===== config.mk =====
export PLATFORM = sky130hd
export DESIGN_NAME = clk_rate_decoder
export DESIGN_NICKNAME = d
export VERILOG_FILES = /design/src/rtl/clk_rate_decoder.sv
export SDC_FILE = /design/constraint.sdc
export NUM_CORES = 1
export LEC_CHECK = 0
export CAP_MARGIN = 20
export CORE_MARGIN = 2
export CORE_UTILIZATION = 63
export DETAILED_ROUTE_END_ITERATION = 10
export GPL_TIMING_DRIVEN = 0
export PLACE_DENSITY_LB_ADDON = 0.25
export SYNTH_ARGS = -nofsm -noshare
export SYNTH_HDL_FRONTEND = slang
export SYNTH_SLANG_ARGS = --single-unit

===== constraint.sdc =====
create_clock -name clk -period 9.39 [get_ports clk]
set_clock_uncertainty 0.15 [all_clocks]
set_input_delay 1.878 -clock clk [delete_from_list [all_inputs] [get_ports clk]]
set_output_delay 1.878 -clock clk [all_outputs]
set_load 0.05 [all_outputs]

===== src/rtl/clk_rate_decoder.sv =====
`default_nettype none
// ============================================================================
// Module   : clk_rate_decoder
// Brief    : Measures the period of the slow sec_clk tick in clk cycles,
//            classifies it as FIFTH/SIXTH/FOURTH and locks after LOCK_N
//            consistent periods. Optional macro RATE_TIMEOUT_EN adds a
//            stalled-tick timeout.
// Revision : 1.0 - initial release
// ============================================================================
module clk_rate_decoder #(
    parameter int CNT_W      = 32,
    parameter int PER_FOURTH = 250000000,
    parameter int PER_FIFTH  = 200000000,
    parameter int PER_SIXTH  = 166666667,
    parameter int TOL        = 16,
    parameter int LOCK_N     = 3,
    parameter int TIMEOUT    = 500000000
) (
    input  logic             clk,
    input  logic             reset,
    input  logic             sec_clk,
    output logic [1:0]       rate_code,
    output logic [CNT_W-1:0] period,
    output logic             period_valid,
    output logic             locked,
    output logic             err
);

    localparam logic [1:0] c_code_fifth  = 2'b00;
    localparam logic [1:0] c_code_sixth  = 2'b01;
    localparam logic [1:0] c_code_fourth = 2'b11;

    localparam logic [1:0] c_st_idle    = 2'b00;
    localparam logic [1:0] c_st_measure = 2'b01;
    localparam logic [1:0] c_st_locked  = 2'b10;

    localparam int                  c_mcnt_w  = $clog2(LOCK_N + 1);
    localparam logic [c_mcnt_w-1:0] c_lock_n  = c_mcnt_w'(LOCK_N);
    localparam logic [CNT_W-1:0]    c_timeout = CNT_W'(TIMEOUT);

`ifdef RATE_TIMEOUT_EN
    localparam logic c_timeout_en = 1'b1;
`else
    localparam logic c_timeout_en = 1'b0;
`endif

    logic                r_sync1, r_sync2, r_sync3, r_edge;
    logic [CNT_W-1:0]    r_cnt;
    logic [1:0]          r_state;
    logic [c_mcnt_w-1:0] r_mcnt;
    logic [1:0]          r_cand;
    logic [1:0]          r_rate_code;
    logic [CNT_W-1:0]    r_period;
    logic                r_period_valid, r_locked, r_err;

    logic [CNT_W-1:0]    w_meas;
    logic                w_match, w_same, w_timeout;
    logic [1:0]          w_code;
    logic [c_mcnt_w-1:0] w_mcnt_nxt;

    function automatic logic f_in_win(input logic [CNT_W-1:0] meas, input int per);
        logic [CNT_W+1:0] v, lo, hi;
        v  = {2'b00, meas};
        lo = (per > TOL) ? (CNT_W+2)'(per - TOL) : '0;
        hi = (CNT_W+2)'(per + TOL);
        return (v >= lo) && (v <= hi);
    endfunction

    // Two synchronizer flops plus a history flop; edge flag registered once more.
    always_ff @(posedge clk or posedge reset) begin
        if (reset) begin
            r_sync1 <= 1'b0;
            r_sync2 <= 1'b0;
            r_sync3 <= 1'b0;
            r_edge  <= 1'b0;
        end else begin
            r_sync1 <= sec_clk;
            r_sync2 <= r_sync1;
            r_sync3 <= r_sync2;
            r_edge  <= r_sync2 & ~r_sync3;
        end
    end

    always_ff @(posedge clk or posedge reset) begin
        if (reset) begin
            r_cnt <= '0;
        end else if (r_edge) begin
            r_cnt <= '0;
        end else if (r_cnt != '1) begin
            r_cnt <= r_cnt + 1'b1;
        end
    end

    // A saturated counter yields an all-ones period, which never classifies.
    assign w_meas = (r_cnt == '1) ? '1 : r_cnt + 1'b1;

    always_comb begin
        w_match = 1'b1;
        w_code  = c_code_fifth;
        if (w_meas == '1) begin
            w_match = 1'b0;
        end else if (f_in_win(w_meas, PER_FIFTH)) begin
            w_code = c_code_fifth;
        end else if (f_in_win(w_meas, PER_SIXTH)) begin
            w_code = c_code_sixth;
        end else if (f_in_win(w_meas, PER_FOURTH)) begin
            w_code = c_code_fourth;
        end else begin
            w_match = 1'b0;
        end
    end

    assign w_same     = w_match && (w_code == r_cand);
    assign w_mcnt_nxt = !w_match ? '0 :
                        !w_same  ? c_mcnt_w'(1) :
                        (r_mcnt == c_lock_n) ? r_mcnt : r_mcnt + 1'b1;
    assign w_timeout  = c_timeout_en && !r_edge && (r_state != c_st_idle) &&
                        (r_cnt == c_timeout);

    always_ff @(posedge clk or posedge reset) begin
        if (reset) begin
            r_state        <= c_st_idle;
            r_mcnt         <= '0;
            r_cand         <= c_code_fifth;
            r_rate_code    <= c_code_fifth;
            r_period       <= '0;
            r_period_valid <= 1'b0;
            r_locked       <= 1'b0;
            r_err          <= 1'b0;
        end else begin
            r_period_valid <= 1'b0;
            r_err          <= 1'b0;
            if (w_timeout) begin
                r_state  <= c_st_idle;
                r_locked <= 1'b0;
                r_mcnt   <= '0;
                r_err    <= 1'b1;
            end else if (r_edge) begin
                if (r_state == c_st_idle) begin
                    r_state <= c_st_measure;
                end else begin
                    r_period       <= w_meas;
                    r_period_valid <= 1'b1;
                    r_err          <= !w_match;
                    r_mcnt         <= w_mcnt_nxt;
                    if (w_match) begin
                        r_cand <= w_code;
                    end
                    if (r_state == c_st_locked) begin
                        if (!w_same) begin
                            r_state  <= c_st_measure;
                            r_locked <= 1'b0;
                        end
                    end else if (w_mcnt_nxt == c_lock_n) begin
                        r_state     <= c_st_locked;
                        r_locked    <= 1'b1;
                        r_rate_code <= w_code;
                    end
                end
            end
        end
    end

    assign rate_code    = r_rate_code;
    assign period       = r_period;
    assign period_valid = r_period_valid;
    assign locked       = r_locked;
    assign err          = r_err;

endmodule
`default_nettype wire

# Yosys cells after proc, flatten, opt, wreduce, memory -nomap -nowiden
# Index checks and enable logic that the tools add are counted.
# Widths: inputs -> output; s select.
[totals] word_cells=73 memories=0 in_bits=3 register_bits=79 out_inout_bits=37 latchBits=0 mem_bits_ro=0 ram_bits=0
[classes] shift=0 n_div=0 n_addsub=2 mul=0 n_reduce_logical=14 bitwise=4 n_eq_ne=9 mux=25 order_cmp=6
[op_table] cell="$ge 32x28->1 const B" count=3
[op_table] cell="$le 32x28->1 const B" count=3
[op_table] cell="$mux 32" count=3
[op_table] cell="$eq 32x32->1 const B" count=2
[op_table] cell="$add 32x1->32 const B" count=1
[op_table] cell="$ne 32x32->1 const B" count=1
[op_table] cell="$mux 2" count=11
[op_table] cell="$mux 1" count=11
[op_table] cell="$reduce_and 4->1" count=2
[op_table] cell="$eq 2x2->1 const B" count=3
[op_table] cell="$reduce_and 3->1" count=2
[op_table] cell="$logic_and 1x1->1" count=4
[op_table] cell="$reduce_bool 2->1" count=2
[op_table] cell="$ne 3x3->1 const B" count=1
[op_table] cell="$not 1->1" count=3
[op_table] cell="$reduce_bool 3->1" count=1
[op_table] cell="$add 2x1->2 const B" count=1
[op_table] cell="$eq 2x2->1" count=1
[op_table] cell="$logic_not 2->1" count=1
[op_table] cell="$ne 2x2->1 const B" count=1
[op_table] cell="$reduce_and 2->1" count=1
[op_table] cell="$and 1x1->1" count=1
[op_table] cell="$logic_not 1->1" count=1

# Depth between registers and ports, before layout
[logic_depth] depth_word=16 depth_mapped=14

# Least setup slack after synthesis
# No wires, ideal clock.
[synth_timing] path_type="register -> register" startpoint="register r_cnt[1]" endpoint="register r_rate_code[0] (netlist: rate_code[0])" period_less_slack_ns=3.960 setup_slack_ns=5.430 stages_incl_launch_ff=14 t_arrival_ns=3.685 path_cell_list="dfrtp_1 ha_1 nand3_1 or4_1 buf_6 nor3_1 mux2i_1 nor4b_2 nor4b_1 o2111ai_1 a21boi_4 o221ai_4 nor3_4 mux2_4"
[synth_via] elab_chain_len=14 word_cells_on_any_way=27 classes_between="add/sub: 1; order compare: 6; eq/ne: 4; mux: 11; reduce/logical: 5"
[synth_rtl] element="from (decl)" line="48" rtl="logic [CNT_W-1:0] r_cnt;"
[synth_rtl] element="from (signal assigned)" line="90" rtl="r_cnt <= r_cnt + 1'b1;"
[synth_rtl] element="$add 32x1->32 / $eq 32x32->1 (equally long branches)" line="95" rtl="assign w_meas = (r_cnt == '1) ? '1 : r_cnt + 1'b1;"
[synth_rtl] element="$mux 32 (*)" line="95"
[synth_rtl] element="$ge 32x28->1 / $le 32x28->1 (equally long branches)" line="66" rtl="return (v >= lo) && (v <= hi);"
[synth_rtl] element="$logic_and 1x1->1" line="66"
[synth_rtl] element="$mux 2" line="106" rtl="end else if (f_in_win(w_meas, PER_FOURTH)) begin"
[synth_rtl] element="$mux 2" line="104" rtl="end else if (f_in_win(w_meas, PER_SIXTH)) begin"
[synth_rtl] element="$mux 2" line="102" rtl="end else if (f_in_win(w_meas, PER_FIFTH)) begin"
[synth_rtl] element="$mux 2" line="100" rtl="if (w_meas == '1) begin"
[synth_rtl] element="$eq 2x2->1" line="113" rtl="assign w_same = w_match && (w_code == r_cand);"
[synth_rtl] element="$logic_and 1x1->1" line="113"
[synth_rtl] element="$mux 2" line="115" rtl="!w_same ? c_mcnt_w'(1) :"
[synth_rtl] element="$mux 2" line="114" rtl="assign w_mcnt_nxt = !w_match ? '0 :"
[synth_rtl] element="$eq 2x2->1" line="154" rtl="end else if (w_mcnt_nxt == c_lock_n) begin"
[synth_rtl] element="$reduce_and 4->1 (no source line)"
[synth_rtl] element="to (signal assigned)" line="125" rtl="r_rate_code <= c_code_fifth;"
[synth_rtl] element="to (signal assigned)" line="157" rtl="r_rate_code <= w_code;"
[synth_rtl] element="to (decl)" line="52" rtl="logic [1:0] r_rate_code;"
# Mark *: on every way between the ends. The rest lies on a longest branch, timed or not.
# A chain may end at the register's enable or synchronous reset.

# Worst setup path in the final report
# Ends and elaborated chain as after synthesis.

==> metrics.md <==
| Metric | Value |
|---|---|
| Status | `finished, final reports clean` |
| Grt met1 use | `between 40% and 50%` |
| Setup TNS | `0 ns` |
| Hold Buf Count CTS | `0` |
| Worst setup margin | `about 4.3 ns` |
| CTS Buf Count | `9` |
| GP Congestion | `1.01` |
| DR DRC count | `0` |
| Hold_ws | `roughly 0.22 ns` |
| Ant diodes | `0` |
| Worst r2r dst | `rate_code[0]` |
| Crit-path leading delay family | `simple AND/OR/NAND/NOR gates` |
| Worst slew pin tran | `1.00 ns` |
| Die Y-Extent | `between 90 and 100 um` |
| # IOs | `40` |
| Drt pass-1 iters | `5` |
| Share of the synthesized area in the top cell type | `between 40% and 50%` |
| CP Launch Point | `r_cnt[1]` |
| Layout Nets | `between 500 and 600` |
| Worst Hold Endpoint | `r_sync2` |
| CORE AREA | `7290 um^2` |
| Largest net degree at the start of global routing | `80` |
| RSZ-0062 raised after global routing | `no` |
| Layout cells sized above 1 | `10.8%` |
| Post-synth EDFFs | `0` |
| Max Freq | `~0.20 GHz` |
| Register area share after synthesis | `roughly two fifths` |
| Leakage | `about 2.2 nW` |
| Tmin final | `5.05 ns` |
| CTS resizes | `0` |
| Cell Pwr Density | `~140 nW/um^2` |
| Crit start category | `flop` |
| Worst reg2reg path depth | `13` |
| Initial core utilization | `between 60% and 70%` |
| TritonCTS clock tree | `built` |
| Int Pwr | `a little under 0.5 mW` |
| Synth cell types | `79` |
| Sw Ratio | `about a third` |
| Post-synth top flop | `dfrtp_1` |
| Sequential power share | `49.7%` |
| Sequential cell area | `1980 um^2` |
| Top post-synthesis cells by area | `dfrtp_1, nor2_1, nand2_1` |
| CP max-delay cell | `or4_1` |
| Clock transition at the registers of the reported paths | `~0.1 ns` |
| WP data arrival | `a little over 5 ns` |
| Worst hold start | `r_sync1` |
| Clock buffer depth | `2` |
| Area growth syn-to-layout | `14.8%` |
| Synthesized area per cell | `8.87 um^2` |
| Synth async-reset ratio | `100%` |
| All-Layer GR Usage | `between 30% and 40%` |
| Antenna Nets Post-Route | `0` |
| Clock insertion delay at the later pin of the skew report | `0.37 ns` |
| Initial DRC count | `348` |
| Vias in the first global route | `around 4400` |
| H-tree depth | `3` |
| Fill cells | `540` |
| Synth Register Bits | `79` |
| Grt met2 use | `between 50 and 60%` |
| Hold WC Path Type | `flop to flop` |
| Avg Vias per Cell | `~6.6` |
| Worst stage delay on the critical path | `~0.56 ns` |
| Setup-failing EPs final | `0` |
| Synth Net Count | `around 540` |
| Post-CTS Setup Inserts | `0` |
| Footprint of the multi-input gates | `approximately 2600 um^2` |
| CP Capture Type | `flop` |
| Clock root cell | `clkbuf_8` |
| Tcrit/Tclk final | `a little over half` |
| Max-cap violations | `0` |
| Die area | `about 8300 um^2` |
| WP buf/inv | `1` |
| Die X | `just over 90 um` |
| Area leader, netlist | `dfrtp_1` |
| Max-slew headroom | `32.7%` |
| Worst flop-to-flop path startpoint | `r_cnt[1]` |
| NetSw | `around 0.25 mW` |
| Hold path depth | `0` |
| Synth warn | `0` |
| Clock power frac | `between 30% and 40%` |
| Initial antenna violation count | `0` |
| Reg-to-reg slack, setup | `roughly 4.3 ns` |
| Most frequent cells in the layout | `dfrtp_1, nor2_1, nand2_1` |
| CP Class | `flop to flop` |
| CTS Sinks | `79` |
| Row cnt | `31` |
| Final Hold Vio Count | `0` |
| Fin. max-slew vios | `0` |
| Combinational Power Share | `~16%` |
| First-pass GRT wire length | `approximately 22000 um` |
| Routed wire length | `approximately 14000 um` |
| Port bufs | `39` |
| Met3 Use GR | `4.48%` |
| Req. time, crit path | `roughly 9.5 ns` |
| Leading cell type in the layout, fill and taps excluded | `dfrtp_1` |
| Peak VDD IR | `roughly 130 uV` |
| GR Overflow Total | `0` |
| Final HPWL DP | `about 10000 um` |
| Wire length per cell | `between 20 and 25 um` |
| Synth Instances | `roughly 540` |
| Vias | `about 4600` |
| CP cell instances | `ha_1, nand3_1, or4_1, buf_6, nor3_1, mux2i_1, nor4b_2, nor4b_1, o2111ai_1, a21boi_4, o221ai_4, nor3_4, mux2_4` |
| Pre-CTS setup slack | `between 4 and 5 ns` |
| Synth Cell Area | `between 4000 and 5000 um^2` |
| GR peak layer | `met2` |
| CP Max Fanout | `10` |
-- cells by family after synthesis --
logic type | Yosys count | synth area share, %
buffers and inverters | 51 | 4.80
multiplexers | 9 | 2.00
XOR/XNOR | 22 | 4.04
AND/OR/NAND/NOR | 262 | 31.1
AO/OA/AOI/OAI | 113 | 16.4
flip-flops | 79 | 41.5
adder cells (fa/ha/maj) | 1 | 0.262
-- layout make-up --
class	count	share of cell area [%]
plain buffers	38	3.29
clock buffers	9	2.26
clock inverters	7	1.17
inverters	13	0.938
multi-input cells	407	46.8
flip-flops and latches	79	36.1
well taps	99	2.26
repair buffers	39	7.14
-- per-stage QoR --
step	area (um^2)	utilization (%)	instances	power, mW
floorplan	4770	-	537	0.454
global placement	5280	72.4	675	0.485
global route	5470	75.0	691	0.763
CTS	5470	75.0	691	0.743
detailed placement	5280	72.4	675	0.493
finish	5470	75.0	691	0.744
-- worst max path at each step --
stage	end	slack (ns)	depth (start not counted)
after floorplan	err	5.34	1
after global placement	period[15]	4.30	2
after detailed placement	rate_code[0]	4.57	13
after CTS	rate_code[0]	4.52	13
after global routing	rate_code[0]	4.25	13
final	rate_code[0]	4.34	13
-- Yosys cell counts (all sizes together), types with 6 or more instances --
cell / instances
dfrtp: 79
nor2: 65
nand2: 59
o21ai: 43
clkbuf: 23
nor3: 22
nand3: 21
a21oi: 19
nor4: 19
buf: 15
nand4: 15
inv: 13
xnor2: 12
and3: 11
a31oi: 10
xor2: 10
mux2i: 8
or3: 7
and2: 6
and4: 6
-- per-layer routing --
| layer | up-vias | routed length (um) |
|---|---|---|
| met2 | 239 | 7050 |
| met5 | - | 0 |
| met4 | 0 | 284 |
| met3 | 29 | 909 |
| li1 | 2062 | - |
| met1 | 2255 | 5900 |
-- worst register-to-register path: stages (launching register included) --
cell       delay, ns
dfrtp_1         0.50
ha_1            0.35
nand3_1         0.17
or4_1           0.56
buf_6           0.18
nor3_1          0.41
mux2i_1         0.43
nor4b_2         0.29
nor4b_1         0.47
o2111ai_1       0.37
a21boi_4        0.26
o221ai_4        0.16
nor3_4          0.32
mux2_4          0.33
-- power groups by stage --
| stage | Sequential (mW) | Clock (mW) | Combinational (mW) |
|---|---|---|---|
| after floorplan | 0.403 | 0 | 0.0511 |
| after global placement | 0.373 | 0 | 0.112 |
| after detailed placement | 0.375 | 0 | 0.118 |
| after CTS | 0.368 | 0.255 | 0.119 |
| after global routing | 0.370 | 0.265 | 0.128 |
| final | 0.370 | 0.253 | 0.121 |
-- state kept, by name, summed over array words and instances (netlist names) --
signal / cells
r_cnt: 32
r_sync2: 1
err: 1
rate_code: 2
r_sync1: 1
r_mcnt: 2
r_edge: 1
period: 32
period_valid: 1
locked: 1
r_sync3: 1
r_state: 2
r_cand: 2
(Power assumes the default switching activity.)
==> edit 1: new RTL, same settings <==
`CNT_W`: 32 -> 64.
--- a/src/rtl/clk_rate_decoder.sv
+++ b/src/rtl/clk_rate_decoder.sv
@@ -8,7 +8,7 @@
 // Revision : 1.0 - initial release
 // ============================================================================
 module clk_rate_decoder #(
-    parameter int CNT_W      = 32,
+    parameter int CNT_W      = 64,
     parameter int PER_FOURTH = 250000000,
     parameter int PER_FIFTH  = 200000000,
     parameter int PER_SIXTH  = 166666667,
Ports: changed (resized period); port bits go from 40 to 72. No check against the original RTL was run, so the function may have changed too.
==> edit 1 against the original RTL <==
Sequential cell count up 64; routed wire length up 75%; highest routed layer unchanged; synthesized area up 67%; final area up 75%; setup slack worse by 0.84 ns; critical endpoint is now rate_code[1]; worst hold slack worse by 0.010 ns; power up 110%; synthesized cell count up 70%.
==> edit 1: results (changes against the original RTL) <==
* Status: finished, final reports clean (unchanged)
* Top cells by area, synth: dfrtp_1, nor2_1, nand2_1 (unchanged)
* H-tree depth at 4 (was 3)
* Detail Placement HPWL at 17930 um (was 10050 um)
* XOR/XNOR share of the synthesized area at 0.06943 (was 0.04043)
* Adder-Cell Fraction of Synth Area at 0.001574 (was 0.002625)
* Clock transition at path regs at 0.06 ns (was 0.10 ns)
* Distinct cells, synth at 65 (was 79)
* Sequential area share after synthesis at 0.4503 (was 0.4148)
* Filler instances at 929 (was 540)
* Worst reg2reg setup slack at 3.50 ns (was 4.34 ns)
* Mapped Nets at 916 (was 541)
* Initial DRC count at 984 (was 348)
* Hold slack at 0.2134 ns (was 0.2237 ns)
* Max VDD drop at 0.1494 mV (was 0.1328 mV)
* Worst slew pin tran at 1.195 ns (was 0.9998 ns)
* Nets@finish at 1009 (was 591)
* Synth top cells by count: dfrtp_1, nor2_1, nand2_1 (unchanged)
* Buffers on Ports at 71 (was 39)
* Vias per cell at 6.499 (was 6.635)
* Vias in the first global route at 7211 (was 4379)
* Placer Congestion at 1.042 (was 1.010)
* Gr usage total at 0.3801 (was 0.3449)
* TritonCTS Buffers at 17 (was 9)
* Register-to-Register Path Depth at 14 (was 13)
edit 1: area by class of cell:
class | instances | share of cell area
Tap cell | 172 | 0.02251
Clock buffer | 22 | 0.05065
Clock inverter | 9 | 0.01636
Sequential cell | 143 | 0.3743
Inverter | 15 | 0.006414
Buffer | 53 | 0.02330
Timing Repair Buffer | 74 | 0.07853
Multi-Input combinational cell | 701 | 0.4279
edit 1: power groups by stage:
| stage | logic, W | registers, W | clock network [W] |
|---|---|---|---|
| after CTS | 0.000179 | 0.000648 | 0.000736 |
| after detailed placement | 0.000178 | 0.000659 | 0 |
| after global routing | 0.000194 | 0.000650 | 0.000764 |
| after floorplan | 0.0000790 | 0.000703 | 0 |
| after global placement | 0.000174 | 0.000658 | 0 |
| final | 0.000180 | 0.000648 | 0.000736 |
edit 1: cell families after synthesis:
group	count (synthesis)
flops	143
xor+xnor	63
simple gates	480
compound gates	152
fa+ha+maj	1
buf+inv	68
mux	5
edit 1: how the worst max path moves through the flow:
stage | start | endpoint | depth (start not counted)
global placement | reset | period[23] | 2
finish | r_cnt[0] | rate_code[1] | 14
global route | r_cnt[0] | rate_code[1] | 14
CTS | r_cnt[0] | rate_code[1] | 14
detailed placement | r_cnt[0] | rate_code[1] | 14
floorplan | reset | err | 1
edit 1: layer usage:
metal,part of all wire,GRT usage,wire (um),vias to the layer above
li1,-,-,-,3474
met1,0.40,0.4959,9977,3734
met2,0.46,0.5864,11470,433
met3,0.085,0.08718,2103,86
met4,0.051,0.2175,1263,0
met5,0,0,0,-
edit 1: per-stage QoR:
stage                     total power, W  utilization  instance area [um2]  instances  setup slack (ns)
after floorplan                0.0007824            -                 7948        912             3.524
after global placement         0.0008322       0.7118                 8874       1155             1.843
after detailed placement       0.0008374       0.7148                 8911       1157             3.835
after CTS                       0.001563       0.7662                 9552       1188             3.740
after global routing            0.001609       0.7668                 9559       1189             3.333
final                           0.001564       0.7668                 9559       1189             3.504
edit 1: critical path: stages (launching register included):
cell and delay (ns):
dfrtp_1 0.35, ha_1 0.14, buf_2 0.20, nand3_1 0.33, nor4_1 1.00, buf_2 0.41, nand4_1 0.18, xnor2_1 0.20
nor4_1 0.47, nor4b_1 0.49, nand4_1 0.37, or2_2 0.41, a2111oi_1 0.51, a22oi_1 0.24, a2bb2o_1 0.32
==> edit 2: new RTL, same flow settings <==
Without the edit above. Register the output `rate_code` once more, cleared by the reset; this adds one clock of latency there. The other outputs are not delayed to match.
--- a/src/rtl/clk_rate_decoder.sv
+++ b/src/rtl/clk_rate_decoder.sv
@@ -161,7 +161,13 @@
         end
     end
 
-    assign rate_code    = r_rate_code;
+    always_ff @(posedge clk or posedge reset) begin
+        if (reset) begin
+            rate_code <= '0;
+        end else begin
+            rate_code <= r_rate_code;
+        end
+    end
     assign period       = r_period;
     assign period_valid = r_period_valid;
     assign locked       = r_locked;
Behaviour: no difference found for any inputs over 10 cycles, from zero or initial values and one cycle with reset high; that may be too few to reach the edited logic, so the function may still have changed.
==> edit 2 against the original RTL <==
Synthesized area grew 11%; combinational power grew 36%; die area grew 10%; routed wire length grew 22%; power grew 11%; count of clock-buffer cells in the layout grew 1; sequential cell count grew 2; non-clock buffer count grew 6; clock power grew 11%; final area grew 10%; sequential share of layout area shrank 2.6 points; setup slack gained 0.57 ns; largest cell class unchanged.
==> edit 2: results (changes against the original RTL) <==
* Reg2reg start: r_cnt[7] (was r_cnt[1])
* Detail Placement HPWL at 12980 um (was 10050 um)
* Vias in the first global route at 5101 (was 4379)
* M2 GR Usage at 0.5904 (was 0.5833)
* Worst reg2reg setup slack at 4.91 ns (was 4.34 ns)
* Vias per cell at 7.042 (was 6.635)
* Synth top cells by count: dfrtp_1, nor2_1, nand2_1 (unchanged)
* Top cells by area, synth: dfrtp_1, nor2_1, nand2_1 (unchanged)
* Finished Core Util at 0.7384 (was 0.7502)
* WL met2 at 7499 um (was 7051 um)
* Filler instances at 622 (was 540)
* Pin count of the biggest net entering global routing at 57 (was 80)
* Met3 WL at 2084 um (was 909 um)
* M1 GR Usage at 0.5697 (was 0.4592)
* Nets@finish at 671 (was 591)
* R2R Path End: r_rate_code[1] (was rate_code[0])
* Place WS at 5.177 ns (was 4.574 ns)
* Status: finished, final reports clean (unchanged)
* Gr usage total at 0.4048 (was 0.3449)
* Clock-cell share of area at 0.03482 (was 0.03431)
* Launch point of the critical path: r_cnt[7] (was r_cnt[1])
* Non-clock buffers at 83 (was 77)
* Initial DRC count at 704 (was 348)
* Mapped Nets at 620 (was 541)
* Post-DP Area at 5827 um2 (was 5283 um2)
* Postcts setup bufs at 0 (unchanged)
* Via count at 5472 (was 4585)
* ANT nets after route at 0 (unchanged)
* Sequential area share after synthesis at 0.3843 (was 0.4148)
* Number of logic inverters in the finished layout at 14 (was 13)
* Pleak at 2.336 nW (was 2.240 nW)
* Fraction of area in registers at 0.3358 (was 0.3614)
* Hold slack at 0.2054 ns (was 0.2237 ns)
* Latest clock arrival within the worst-skew pair at 0.38 ns
* Max-slew headroom at 0.3164 (was 0.3273)
* Max VDD drop at 0.1314 mV (was 0.1328 mV)
* Multi-input combinational area share at 0.4949 (was 0.4680)
* Clk_buf instances at 10 (was 9)
* Placed cells at 761 (was 675)
* Slowest stage cell, crit path: nor4_1 (was or4_1)
* Placer Congestion at 1.083 (was 1.010)
* Global Route met3 Usage at 0.09249 (was 0.04481)
* CP peak stage delay at 0.80 ns (was 0.56 ns)
* #MultiIn Comb at 478 (was 407)
* Buffer share of cell area at 0.1036 (was 0.1043)
* Core Footprint at 8175 um2 (was 7292 um2)
* CP max FO at 10 (unchanged)
* Layout cells sized above 1 at 0.09673 (was 0.1081)
* DR WL/cell at 22.30 um (was 20.47 um)
* Ant diodes at 0 (unchanged)
* Syn Area/Cell at 8.563 um2 (was 8.875 um2)
* First-pass GRT wire length at 27520 um (was 22430 um)
* Metal-1 WL at 6909 um (was 5902 um)
* Pre-antenna DRT Iters at 6 (was 5)
* Sinks on Clock Net at 81 (was 79)
* WP data arrival at 4.59 ns (was 5.17 ns)
* Max frequency at 223.3 MHz (was 198.1 MHz)
## edit 2: cell count changes after synthesis, moves of 5 or more
cell / delta
nor4_2: -5
nor3_1: +8
buf_4: +6
xnor2_1: +9
nor4_1: +5
nand4_1: +9
xor2_1: -5
## edit 2: worst min path at each step
| stage | to | depth (start not counted) |
|---|---|---|
| finish | r_sync2 | 0 |
| global route | r_sync2 | 0 |
| detailed placement | r_sync2 | 0 |
| floorplan | r_sync2 | 0 |
| CTS | r_sync2 | 0 |
| global placement | r_sync2 | 0 |
## edit 2: cells by family (layout without fill, tap and decap cells)
group,after synthesis,after routing,synth area share
XOR/XNOR,26,26,0.04317
buffers and inverters,57,113,0.04934
adder cells (fa/ha/maj),1,1,0.002372
multiplexers,5,5,0.01044
flip-flops,81,81,0.3842
AND/OR/NAND/NOR,297,297,0.3093
AO/OA/AOI/OAI,149,149,0.2011
## edit 2: where the power goes
part / switching [W] / internal [W]
clock: 0.000148 / 0.000134
sequential: 0.0000104 / 0.000366
combinational: 0.000117 / 0.0000481
